## config.mk

```make
export PLATFORM = sky130hd
export DESIGN_NAME = alu_mdu_sequencer
export DESIGN_NICKNAME = d
export VERILOG_FILES = /design/src/rtl/alu_mdu_sequencer.sv
export SDC_FILE = /design/constraint.sdc
export NUM_CORES = 1
export LEC_CHECK = 0
export BUFFER_PORTS_ARGS = -buffer_cell sky130_fd_sc_hd__clkbuf_2
export CORE_ASPECT_RATIO = 0.9
export CORE_UTILIZATION = 57
export DETAILED_ROUTE_END_ITERATION = 10
export PLACE_DENSITY = 0.89
export REMOVE_ABC_BUFFERS = 1
export SYNTH_ARGS = -nofsm -noshare
export SYNTH_HDL_FRONTEND = slang
export SYNTH_SLANG_ARGS = --single-unit
```

## constraint.sdc

```tcl
create_clock -name clk -period 6.05 [get_ports clk]
set_input_delay 0.9075 -clock clk [delete_from_list [all_inputs] [get_ports clk]]
set_output_delay 0.9075 -clock clk [all_outputs]
set_load 0.05 [all_outputs]
```

## src/rtl/alu_mdu_sequencer.sv

```systemverilog
// ALU operation decoder plus a multi-cycle multiply/divide sequencer (shift-add / restoring).
// Define ALU_MDU_DIV_EN to build the divider; otherwise divide/remainder ops return all ones.
module alu_mdu_sequencer #(
  parameter int unsigned WIDTH = 32
) (
  input  logic             clk,
  input  logic             reset,
  input  logic             valid_i,
  input  logic             flush_i,
  input  logic [1:0]       ALUOp,
  input  logic [6:0]       Funct7,
  input  logic [2:0]       Funct3,
  input  logic             RType,
  input  logic [WIDTH-1:0] SrcA,
  input  logic [WIDTH-1:0] SrcB,
  output logic [3:0]       Operation,
  output logic             ready_o,
  output logic             stall_o,
  output logic             md_valid_o,
  output logic [WIDTH-1:0] md_result
);

  localparam int unsigned CW = $clog2(WIDTH) + 1;

`ifdef ALU_MDU_DIV_EN
  localparam logic [WIDTH-1:0] MOST_NEG = {1'b1, {(WIDTH-1){1'b0}}};
  typedef enum logic [1:0] {IDLE, MUL, DIV, DONE} state_t;
`else
  typedef enum logic [1:0] {IDLE, MUL, DONE} state_t;
`endif

  state_t             r_state, w_next;
  logic [CW-1:0]      r_cnt;
  logic [WIDTH-1:0]   r_hi, r_lo, r_b, r_result;
  logic [2:0]         r_f3;
  logic               r_neg_q;

  logic               w_mop, w_accept, w_last, w_a_neg, w_b_neg, w_fast, w_load;
  logic [WIDTH-1:0]   w_mag_a, w_mag_b, w_fast_res, w_res, w_step_hi, w_step_lo;
  logic [WIDTH:0]     w_sum;
  logic [2*WIDTH-1:0] w_prod, w_prod_s;

  assign w_mop    = valid_i && (ALUOp == 2'b10) && RType && (Funct7 == 7'b0000001);
  assign w_accept = (r_state == IDLE) && w_mop && !flush_i;
  assign w_last   = (r_cnt == CW'(WIDTH - 1));

  always_comb begin
    Operation = 4'b0010;
    case (ALUOp)
      2'b00: Operation = 4'b0010;
      2'b01: begin
        case (Funct3)
          3'b001:  Operation = 4'b1001;
          3'b100:  Operation = 4'b1100;
          3'b101:  Operation = 4'b1101;
          default: Operation = 4'b1000;
        endcase
      end
      2'b10: begin
        case (Funct3)
          3'b000:  Operation = (RType && Funct7 == 7'b0100000) ? 4'b0011 : 4'b0010;
          3'b001:  Operation = 4'b0110;
          3'b010:  Operation = 4'b1110;
          3'b011:  Operation = 4'b1111;
          3'b100:  Operation = 4'b0100;
          3'b101:  Operation = (Funct7 == 7'b0100000) ? 4'b0111 : 4'b0101;
          3'b110:  Operation = 4'b0001;
          default: Operation = 4'b0000;
        endcase
      end
      default: Operation = 4'b1010;
    endcase
    if (w_mop) Operation = 4'b0010;
  end

  // Signed ops run on magnitudes; the sign is re-applied to the full result at the end.
  assign w_a_neg = SrcA[WIDTH-1] & ((Funct3 == 3'b001) | (Funct3 == 3'b010) | (Funct3[2] & ~Funct3[0]));
  assign w_b_neg = SrcB[WIDTH-1] & ((Funct3 == 3'b001) | (Funct3[2] & ~Funct3[0]));
  assign w_mag_a = w_a_neg ? -SrcA : SrcA;
  assign w_mag_b = w_b_neg ? -SrcB : SrcB;

  assign w_sum    = {1'b0, r_hi} + (r_lo[0] ? {1'b0, r_b} : '0);
  assign w_prod   = {w_sum[WIDTH:1], w_sum[0], r_lo[WIDTH-1:1]};
  assign w_prod_s = r_neg_q ? -w_prod : w_prod;

`ifdef ALU_MDU_DIV_EN
  logic               r_neg_r;
  logic [WIDTH:0]     w_shift, w_diff;
  logic               w_ge, w_div_zero, w_ovf;
  logic [WIDTH-1:0]   w_dhi, w_dlo, w_quo, w_rem;

  // Remainder stays below the divisor, so bit WIDTH of the difference is a pure borrow flag.
  assign w_shift    = {r_hi, r_lo[WIDTH-1]};
  assign w_diff     = w_shift - {1'b0, r_b};
  assign w_ge       = ~w_diff[WIDTH];
  assign w_dhi      = w_ge ? w_diff[WIDTH-1:0] : w_shift[WIDTH-1:0];
  assign w_dlo      = {r_lo[WIDTH-2:0], w_ge};
  assign w_quo      = r_neg_q ? -w_dlo : w_dlo;
  assign w_rem      = r_neg_r ? -w_dhi : w_dhi;
  assign w_div_zero = (SrcB == '0);
  assign w_ovf      = ~Funct3[0] && (SrcA == MOST_NEG) && (SrcB == '1);
  assign w_fast     = Funct3[2] && (w_div_zero || w_ovf);
  assign w_fast_res = w_div_zero ? (Funct3[1] ? SrcA : '1) : (Funct3[1] ? '0 : MOST_NEG);
`else
  assign w_fast     = Funct3[2];
  assign w_fast_res = '1;
`endif

  always_comb begin
    w_next    = r_state;
    w_load    = 1'b0;
    w_res     = w_fast_res;
    w_step_hi = w_sum[WIDTH:1];
    w_step_lo = w_prod[WIDTH-1:0];
    case (r_state)
      IDLE: begin
        if (w_accept) begin
          if (w_fast) begin
            w_next = DONE;
            w_load = 1'b1;
          end else begin
            w_next = MUL;
`ifdef ALU_MDU_DIV_EN
            if (Funct3[2]) w_next = DIV;
`endif
          end
        end
      end
      MUL: begin
        if (w_last) begin
          w_next = DONE;
          w_load = 1'b1;
          w_res  = (r_f3 == 3'b000) ? w_prod_s[WIDTH-1:0] : w_prod_s[2*WIDTH-1:WIDTH];
        end
      end
`ifdef ALU_MDU_DIV_EN
      DIV: begin
        w_step_hi = w_dhi;
        w_step_lo = w_dlo;
        if (w_last) begin
          w_next = DONE;
          w_load = 1'b1;
          w_res  = r_f3[1] ? w_rem : w_quo;
        end
      end
`endif
      DONE:    w_next = IDLE;
      default: w_next = IDLE;
    endcase
    if (flush_i) begin
      w_next = IDLE;
      w_load = 1'b0;
    end
  end

  always_ff @(posedge clk or negedge reset) begin
    if (!reset) r_state <= IDLE;
    else        r_state <= w_next;
  end

  always_ff @(posedge clk or negedge reset) begin
    if (!reset) begin
      r_cnt    <= '0;
      r_hi     <= '0;
      r_lo     <= '0;
      r_b      <= '0;
      r_f3     <= '0;
      r_neg_q  <= 1'b0;
      r_result <= '0;
`ifdef ALU_MDU_DIV_EN
      r_neg_r  <= 1'b0;
`endif
    end else begin
      if (w_accept) begin
        r_cnt   <= '0;
        r_hi    <= '0;
        r_lo    <= w_mag_a;
        r_b     <= w_mag_b;
        r_f3    <= Funct3;
        r_neg_q <= w_a_neg ^ w_b_neg;
`ifdef ALU_MDU_DIV_EN
        r_neg_r <= w_a_neg;
`endif
      end else if (r_state != IDLE && r_state != DONE) begin
        r_cnt <= r_cnt + 1'b1;
        r_hi  <= w_step_hi;
        r_lo  <= w_step_lo;
      end
      if (w_load) r_result <= w_res;
    end
  end

  assign ready_o    = (r_state == IDLE);
  assign md_valid_o = (r_state == DONE);
  assign stall_o    = w_accept || (r_state != IDLE && r_state != DONE);
  assign md_result  = r_result;

endmodule

```

==> flow_metrics.py, run 1 <==
metrics = {
    "synthesis": {
        "synth_most_common_cell": "nand2_1",
        "async_flop_share_pct": 100,
        "synth_top_area_share_pct": 32.6,
        "synth_edf_count": 0,
        "postSynthAreaPerCell_sq_um": 7.97,
        "netlist_top_cells_area": "dfrtp_1, o21ai_0, nand2_1, xnor2_1, xor2_1",
        "syn_inst": 1348,
        "yosys.area.top_type": "dfrtp_1",
        "yosys_warnings": 0,
        "synth.distinct_cells": 73,
        "ys_ff_latch": 140,
        "ys_seq_area_share_pct": 32.6,
        "synth_commonest_cells": "nand2_1, o21ai_0, dfrtp_1",
        "ys.flop_type": "dfrtp_1",
        "netlist_area_sq_um": 10700,
    },
    "worst_setup_path": {
        "path_class": "reg2reg",
        "r2r-start": "r_lo[0]",
        "crit_end": "md_result[30]",
        "r2r_end": "md_result[30]",
        "ff2ff_path_depth": 13,
        "worstSetupStartpoint": "r_lo[0]",
        "rrSetupSlack_ns": 1.08,
        "cp.depth": 13,
        "crit_family": "simple AND/OR/NAND/NOR gates",
        "worstPathArrival_ns": 5.24,
        "max_stage_delay_ns": 0.65,
        "startpoint_type": "register",
        "cp.buffers_inverters": 0,
        "end_kind": "register",
        "cp.required_ns": 6.32,
        "path_cells": "and2_1, ha_1, fa_1, a21o_1, a311o_1, a41o_1, xor2_1, or4_1, or4_1, or4_4, o41a_1, xor2_1, a21oi_1",
        "cp_slowest_cell": "or4_1",
        "crit_path_max_fanout": 7,
    },
    "drt": {
        "routedWlPerCell_um": 17.8,
        "vias": 10468,
        "postRouteAntennaNets": 0,
        "wl_um": 29900,
        "drt_iter0_markers": 946,
        "viasPerCell": 6.25,
        "drc": 0,
        "dr.pass1.iters": 5,
    },
    "timing": {
        "min_period_ns": 4.97,
        "max_slew_margin_pct": 28.2,
        "fmaxAchievable_mhz": 201,
        "fin_crit_sh_pct": 82.1,
        "finalMaxSlewViolations": 0,
        "finalClockSkew_ns": 0.0105,
        "finalSetupTns_ns": 0,
        "setup-violations-final": 0,
        "hold_viol": 0,
        "rsz0062_at_grt": "no",
        "timing.final.ws_setup_ns": 1.08,
        "worst_pin_slew_ns": 1.07,
    },
    "clocking": {
        "clockBufferDepth": 2,
        "clockRootBuffer": "clkbuf_16",
        "clock_latency_ns": 0.43,
        "cts_resized": 0,
        "numCtsBuffers": 17,
        "cts_tree": "built",
        "clock_sinks": 140,
        "htree_levels": 4,
        "post_cts_buffers": 0,
        "clkSlewWorstSetupHoldPaths_ns": 0.06,
        "postCtsHoldBufs": 0,
    },
    "outcome": {
        "outcome": "completed",
    },
    "place": {
        "port_buffers": 119,
        "place_ws_ns": 1.17,
        "dp_hpwl_um": 22000,
        "gp_congestion": 0.968,
    },
    "layout": {
        "fillers": 1532,
        "multi_input_area_sq_um": 6890,
        "seq_area_sq_um": 3510,
        "syn_to_final_growth_pct": 11.8,
        "antenna_cells": 0,
        "final_nets": 1535,
        "post_route_cells_drive_above_1_share_pct": 12.7,
    },
    "global_routing": {
        "grt_max_degree": 91,
        "first_global_vias": 9658,
        "grt_pass1_wl_um": 49100,
        "antenna_found_initial": 0,
        "gr-total-overflow": 0,
        "grt_usage_pct": 31.6,
    },
    "power_and_ir_drop": {
        "p_total_mw": 2.58,
        "p_leak_nw": 5.02,
        "peakVddDrop_mv": 0.194,
        "powerDensity_nw_per_um2": 215,
    },
    "floorplan": {
        "ioPinCount": 120,
        "coreArea_sq_um": 18400,
        "start_util_pct": 58.4,
        "rows": 47,
        "die_w_um": 147,
        "dieArea_sq_um": 19400,
        "die_y_um": 132,
    },
    "flow_run": {
        "cap_violations": 0,
    },
    "min_path": {
        "min_path_type": "reg2reg",
    },
}
==> report_power, final <==
part	internal (mW)	leakage [nW]	total [mW]	switching (mW)
Clock	0.593	0.279	1.02	0.428
Combinational	0.195	3.03	0.533	0.338
Sequential	0.984	1.71	1.03	0.0421
==> per-stage QoR <==
step	instance area, sq um	instances	hold slack (ns)	util [%]
after floorplan	10500	1270	0.430	-
after global placement	11400	1643	0.444	62.2
after detailed placement	11400	1643	0.449	62.2
after CTS	12000	1675	0.477	65.3
after global routing	12000	1675	0.496	65.3
final	12000	1675	0.476	65.3
==> worst register-to-register path, delay by kind of cell (launching register included) <==
family                   cells  cell delay (ns)
flip-flops                   1             0.43
adder cells (fa/ha/maj)      2             0.63
XOR/XNOR                     2             0.37
AND/OR/NAND/NOR              4             1.97
AO/OA/AOI/OAI                5             1.41
==> layer usage <==
layer  up-vias  routed length [um]  track usage, %
met5         -                   0               0
met4         0                 682            10.1
met3        64                1950            5.02
met2       423               13900            49.7
met1      4982               13300            44.6
li1       4999                   -               -
==> placed cells by master (no fill, tap or decap), types with 6 or more instances in the layout <==
cell,instances
nor2_1,89
a211oi_1,6
xor2_1,62
o22ai_1,22
dfrtp_1,139
nor3_1,33
and3_1,12
clkbuf_16,17
nand3_1,20
a21oi_1,104
or4_1,16
xnor2_1,81
o31ai_1,28
nand2b_1,9
a31oi_1,13
ha_1,36
o21ai_0,154
inv_1,20
a21o_1,15
nor4_1,14
nand2_1,192
buf_4,9
o41ai_1,14
or2_2,6
nand4_1,11
or3_1,16
mux2i_1,31
clkbuf_2,118
and2_1,39
==> sequential cells by signal, indices dropped and copies added, names as in the netlist <==
name and count:
md_result 32, r_b 32, r_hi 32, r_lo 32, r_cnt 6, r_f3 3, r_state 2, r_neg_q 1
==> cell families (layout without fill, tap and decap cells) <==
group	after synthesis	in the layout	share of synthesized area [%]
multiplexers	32	32	2.99
flip-flops	140	140	32.6
XOR/XNOR	143	143	11.7
adder cells (fa/ha/maj)	37	37	4.38
AO/OA/AOI/OAI	407	407	22.7
AND/OR/NAND/NOR	491	491	22.2
buffers and inverters	98	180	3.43
==> layout make-up <==
cell class              instances  share of cell area [%]
clock buffers                  21                    3.83
clock inverters                11                   0.906
inverters                      20                   0.625
multi-input cells            1110                    57.3
flip-flops and latches        140                    29.2
well taps                     245                    2.55
repair buffers                128                    5.57
==> worst min path at each step <==
stage | cells past startpoint | slack, ns | end | startpoint
5_1_grt | 2 | 0.50 | r_b[25] | r_b[25]
2_1_floorplan | 2 | 0.43 | r_b[31] | r_b[31]
3_3_place_gp | 2 | 0.44 | r_b[31] | r_b[31]
4_1_cts | 2 | 0.48 | r_b[25] | r_b[25]
6_report | 2 | 0.48 | r_b[25] | r_b[25]
3_5_place_dp | 2 | 0.45 | r_b[31] | r_b[31]
(Power assumes the default switching activity.)
==> run 2, diff against run 1 <==
Settings changed: ABC_AREA set to 1, PLACE_DENSITY 0.89 to 0.88.
Clock period 6.05 ns to 4.67 ns, I/O delays scaled along.
==> run 2 against run 1 <==
Compared with the run above: core utilization grew 0.46 points; sequential power grew 64%; critical path type unchanged; critical endpoint is now md_result[25]; clock-buffer cell count shrank 4; synthesized area grew 15%.
==> flow_metrics.py, run 2 <==
metrics = {
    "timing": {
        "worst_pin_slew_ns": 1.07,
        "rsz0062_at_grt": "no",
        "setup-violations-final": 0,
        "hold_viol": 0,
        "fin_crit_sh_pct": 75.7,
        "finalClockSkew_ns": 0.0159,
        "finalMaxSlewViolations": 0,
        "finalSetupTns_ns": 0,
        "fmaxAchievable_mhz": 283,
        "min_period_ns": 3.54,
        "max_slew_margin_pct": 28.2,
    },
    "layout": {
        "layout_commonest_cell": "nand2_1",
        "syn_to_final_growth_pct": 11.5,
        "antenna_cells": 0,
        "final_nets": 2193,
        "fillers": 1976,
        "multi_input_area_sq_um": 7540,
        "post_route_cells_drive_above_1_share_pct": 12.6,
        "final_cell_mix": "nand2_1, inv_1, o21ai_0",
        "final_area_sq_um": 13800,
        "seq_area_sq_um": 3500,
    },
    "power_and_ir_drop": {
        "powerDensity_nw_per_um2": 387,
        "peakVddDrop_mv": 0.274,
        "p_leak_nw": 7.43,
    },
    "global_routing": {
        "grt_usage_pct": 34.5,
        "grt_max_degree": 65,
        "antenna_found_initial": 0,
        "gr-total-overflow": 0,
        "first_global_vias": 12359,
        "grt_pass1_wl_um": 60800,
    },
    "drt": {
        "routedWlPerCell_um": 15.7,
        "drt_iter0_markers": 1459,
        "wl_um": 37300,
        "postRouteAntennaNets": 0,
        "dr.pass1.iters": 6,
        "vias": 13415,
        "viasPerCell": 5.65,
        "drc": 0,
    },
    "floorplan": {
        "coreArea_sq_um": 21000,
        "start_util_pct": 58.9,
        "die_w_um": 157,
        "ioPinCount": 120,
        "dieArea_sq_um": 22300,
        "rows": 50,
        "die_y_um": 142,
    },
    "worst_setup_path": {
        "path_cells": "nand2_1, inv_1, ha_1, fa_1, or2_2, nor2_1, nand3_1, nor2_1, nand3_1, nor2_2, nor2_1, nor2_2, nand2_1, nand2_1, nand3_1, a21boi_1",
        "crit_end": "md_result[25]",
        "r2r_end": "md_result[25]",
        "r2r-start": "r_lo[0]",
        "max_stage_delay_ns": 0.61,
        "cp_slowest_cell": "dfrtp_1",
        "rrSetupSlack_ns": 1.14,
        "path_class": "reg2reg",
        "cp.required_ns": 5.03,
        "end_kind": "register",
        "ff2ff_path_depth": 16,
        "startpoint_type": "register",
        "crit_path_max_fanout": 13,
        "worstSetupStartpoint": "r_lo[0]",
        "worstPathArrival_ns": 3.90,
    },
    "clocking": {
        "post_cts_buffers": 0,
        "htree_levels": 4,
        "clockRootBuffer": "clkbuf_16",
        "clock_sinks": 140,
        "cts_tree": "built",
        "clock_latency_ns": 0.44,
        "clkSlewWorstSetupHoldPaths_ns": 0.07,
        "numCtsBuffers": 17,
        "clockBufferDepth": 2,
        "cts_resized": 0,
        "postCtsHoldBufs": 0,
    },
    "synthesis": {
        "synth_edf_count": 0,
        "postSynthAreaPerCell_sq_um": 6.26,
        "synth_top_area_share_pct": 28.3,
        "synth_commonest_cells": "nand2_1, inv_1, o21ai_0",
        "netlist_area_sq_um": 12400,
        "ys.flop_type": "dfrtp_1",
        "ys_seq_area_share_pct": 28.3,
        "netlist_top_cells_area": "dfrtp_1, nand2_1, inv_1, o21ai_0, nor2_1",
        "synth.distinct_cells": 61,
        "yosys_warnings": 0,
        "ys_ff_latch": 140,
        "synth_most_common_cell": "nand2_1",
        "yosys.area.top_type": "dfrtp_1",
        "async_flop_share_pct": 100,
        "syn_inst": 1978,
    },
    "min_path": {
        "min_path_type": "in2async",
    },
    "place": {
        "dp_hpwl_um": 28900,
        "port_buffers": 119,
        "placed_area_sq_um": 13200,
        "gp_congestion": 0.977,
    },
    "flow_run": {
        "cap_violations": 0,
    },
    "outcome": {
        "outcome": "completed",
    },
}
[run 2: changes by cell type in the layout (fill, tap and decap cells not counted), moves of 31 or more]
cell     change
nor2_1      +92
nand3_1    +113
mux2i_1     -31
inv_1      +265
nand2_2     +35
nand2_1    +368
xnor2_1     -66
a21oi_1     -43
and2_1      -35
o21ai_0     +55
[run 2: cell type report]
type	count	area share, %
Multi-Input combinational cell	1487	54.6
Sequential cell	140	25.4
Inverter	295	8.02
Timing Repair Buffer	134	5.17
Clock buffer	17	3.08
Tap cell	286	2.59
Clock inverter	15	1.20
[run 2: stage by stage]
step           worst slack (ns)  total power, mW  hold slack, ns  util [%]  instances
6_report                   1.14             5.34           0.196      65.7       2374
3_5_place_dp               1.26             3.89           0.466      62.9       2342
4_1_cts                    1.22             5.29           0.204      65.7       2374
2_1_floorplan             0.410             3.24           0.405         -       1922
5_1_grt                   0.871             5.67           0.224      65.7       2374
3_3_place_gp               1.28             3.83           0.466      62.9       2342
[run 2: report_power, final]
part	leakage, nW	total [mW]	switching (mW)	internal (mW)
combinational	5.37	2.25	1.55	0.706
clock	0.282	1.40	0.638	0.761
sequential	1.78	1.69	0.226	1.47
total	7.43	5.34	2.41	2.93
[run 2: cell families after synthesis]
family,Yosys count,share of synthesized area (%)
AND/OR/NAND/NOR,1047,37.3
buffers and inverters,351,10.9
AO/OA/AOI/OAI,342,15.4
flip-flops,140,28.3
XOR/XNOR,61,4.37
adder cells (fa/ha/maj),37,3.80
[run 2: worst min path at each step]
| stage | slack (ns) | depth (start not counted) | to | from |
|---|---|---|---|---|
| 6_report | 0.20 | 1 | r_b[11] | reset |
| 4_1_cts | 0.20 | 1 | r_lo[0] | reset |
| 3_3_place_gp | 0.47 | 2 | r_b[5] | r_b[5] |
| 3_5_place_dp | 0.47 | 2 | r_b[2] | r_b[2] |
| 2_1_floorplan | 0.40 | 0 | md_result[0] | reset |
| 5_1_grt | 0.22 | 1 | r_lo[0] | reset |
[run 2: critical path, delay by kind of cell (launching register included)]
family                     cells  cell delay, ns
adders and majority gates      2            0.81
AOI/OAI and AO/OA              1            0.13
DFF                            1            0.61
and+or+nand+nor               12            1.81
buffers and inverters          1            0.07
[run 2: layer usage]
layer	share of wire (%)	track usage (%)	vias up
met1	44	47.7	6114
met4	3.6	13.7	0
met3	8.8	6.84	107
met2	44	52.8	624
li1	-	-	6570
met5	0	0	-
==> run 3, diff against run 2 <==
Settings changed: CORE_UTILIZATION 57 to 55, PLACE_DENSITY 0.88 to 0.89.
Clock period 4.67 ns to 3.2 ns, I/O delays scaled along.
==> run 3 against run 2 <==
Compared with the run above: register-to-register slack worse by 1.1 ns; critical path depth grew 7; hold slack better by 0.13 ns; largest power group unchanged.
==> flow_metrics.py, run 3 (same netlist as run 2, synthesis figures left out) <==
metrics = {
    "power_and_ir_drop": {
        "peakVddDrop_mv": 0.365,
        "p_leak_nw": 7.74,
        "p_total_mw": 8.39,
        "powerDensity_nw_per_um2": 574,
    },
    "timing": {
        "hold_slack_ns": 0.325,
        "hold_viol": 0,
        "setup-violations-final": 0,
        "min_period_ns": 3.15,
        "finalSetupTns_ns": 0,
        "finalMaxSlewViolations": 0,
        "max_slew_margin_pct": 27.4,
        "fmaxAchievable_mhz": 317,
        "fin_crit_sh_pct": 98.5,
        "finalClockSkew_ns": 0.0202,
        "rsz0062_at_grt": "yes",
        "worst_pin_slew_ns": 1.08,
    },
    "clocking": {
        "clockRootBuffer": "clkbuf_16",
        "cts_tree": "built",
        "numCtsBuffers": 17,
        "clock_sinks": 140,
        "clkSlewWorstSetupHoldPaths_ns": 0.07,
        "clockBufferDepth": 2,
        "htree_levels": 4,
        "clock_latency_ns": 0.45,
    },
    "drt": {
        "drt_iter0_markers": 1432,
        "postRouteAntennaNets": 0,
        "wl_um": 40100,
        "drc": 0,
        "dr.pass1.iters": 9,
        "routedWlPerCell_um": 16.5,
        "vias": 13799,
        "viasPerCell": 5.66,
    },
    "floorplan": {
        "rows": 51,
        "start_util_pct": 56.6,
        "dieArea_sq_um": 23100,
        "coreArea_sq_um": 21900,
        "die_y_um": 144,
        "die_w_um": 160,
        "ioPinCount": 120,
    },
    "min_path": {
        "hp-start": "SrcB[0]",
        "min_path_type": "in2reg",
    },
    "place": {
        "dp_hpwl_um": 31000,
        "port_buffers": 119,
        "gp_congestion": 0.961,
    },
    "worst_setup_path": {
        "crit_family": "simple AND/OR/NAND/NOR gates",
        "worstPathArrival_ns": 3.49,
        "cp.required_ns": 3.54,
        "r2r-start": "r_lo[0]",
        "max_stage_delay_ns": 0.41,
        "worstSetupStartpoint": "r_lo[0]",
        "end_kind": "register",
        "startpoint_type": "register",
        "cp.buffers_inverters": 6,
        "cp_slowest_cell": "dfrtp_2",
        "path_class": "reg2reg",
        "crit_path_max_fanout": 30,
        "cpMostUsedCell": "nand2_1",
        "path_cells": "buf_12, nand2_1, inv_1, ha_2, nand2_2, inv_1, nand2_1, nand2_1, inv_1, nand3_2, nand2_1, nand2_2, inv_1, nand2_2, nor2_2, nand2_1, nand2_1, nand2_2, inv_2, nand2_1, nand3_1, nand3_1, o21a_1",
    },
    "global_routing": {
        "grt_pass1_wl_um": 63600,
        "antenna_found_initial": 0,
        "grt_max_degree": 64,
        "grt_usage_pct": 34.9,
        "first_global_vias": 12701,
        "gr-total-overflow": 0,
    },
    "outcome": {
        "outcome": "completed",
    },
    "layout": {
        "layout_commonest_cell": "nand2_1",
        "final_nets": 2253,
        "final_cell_mix": "nand2_1, inv_1, o21ai_0",
        "post_route_cells_drive_above_1_share_pct": 17.4,
        "final_util_pct": 66.8,
        "syn_to_final_growth_pct": 18.1,
        "antenna_cells": 0,
    },
    "flow_run": {
        "cap_violations": 0,
    },
}
-- run 3: path summary, 6_finish.rpt --
kind | slack [ns] | depth (start not counted) | endpoint
worst min register to register | 0.49 | 2 | r_b[23]
max in group asynchronous | 1.90 | 3 | r_b[24]
min in group asynchronous | 0.54 | 2 | r_b[7]
worst max register to register | 0.05 | 23 | md_result[16]
worst max-delay path | 0.05 | 23 | md_result[16]
worst min-delay path | 0.32 | 3 | r_b[0]
-- run 3: worst reg2reg max path: stages (launching register included) --
cell and delay (ns):
dfrtp_2 0.41, buf_12 0.19, nand2_1 0.09, inv_1 0.06
ha_2 0.30, nand2_2 0.15, inv_1 0.05, nand2_1 0.06
nand2_1 0.09, inv_1 0.13, nand3_2 0.16, nand2_1 0.14
nand2_2 0.11, inv_1 0.12, nand2_2 0.11, nor2_2 0.13
nand2_1 0.06, nand2_1 0.07, nand2_2 0.12, inv_2 0.11
nand2_1 0.05, nand3_1 0.12, nand3_1 0.09, o21a_1 0.12
-- run 3: routing by layer --
layer,vias up,routed length (um),track usage [%]
met1,6385,17600,47.9
met5,-,0,0
met2,639,18000,56.3
met3,93,3290,5.36
li1,6682,-,-
met4,0,1190,11.8
-- run 3: repair_timing --
action | in CTS | in global routing
endpoints found under the setup margin | 7 | 23
hold endpoints to repair | 20 | 0
pin swaps | 0 | 10
gates resized for setup | 3 | 62
hold buffers | 1 | 0
buffers inserted | 0 | 6
-- run 3: layout make-up --
type	count	area (sq um)
Clock buffer	17	425
Multi-Input combinational cell	1487	7840
Sequential cell	140	3500
Tap cell	291	364
Inverter	295	1110
Clock inverter	15	175
Fill cell	1943	7270
Timing Repair Buffer	194	1210
-- run 3: report_power, final --
group,internal [mW],switching [mW]
clock,1.05,1.01
combinational,1.40,2.46
sequential,2.14,0.335
-- run 3: metrics by stage --
step | cells | worst slack, ns | area (sq um)
2_1_floorplan | 1922 | -0.839 | 12100
3_3_place_gp | 2400 | -0.205 | 13700
3_5_place_dp | 2400 | -0.110 | 13700
4_1_cts | 2433 | 0.0246 | 14300
5_1_grt | 2439 | -0.194 | 14600
6_report | 2439 | 0.0492 | 14600
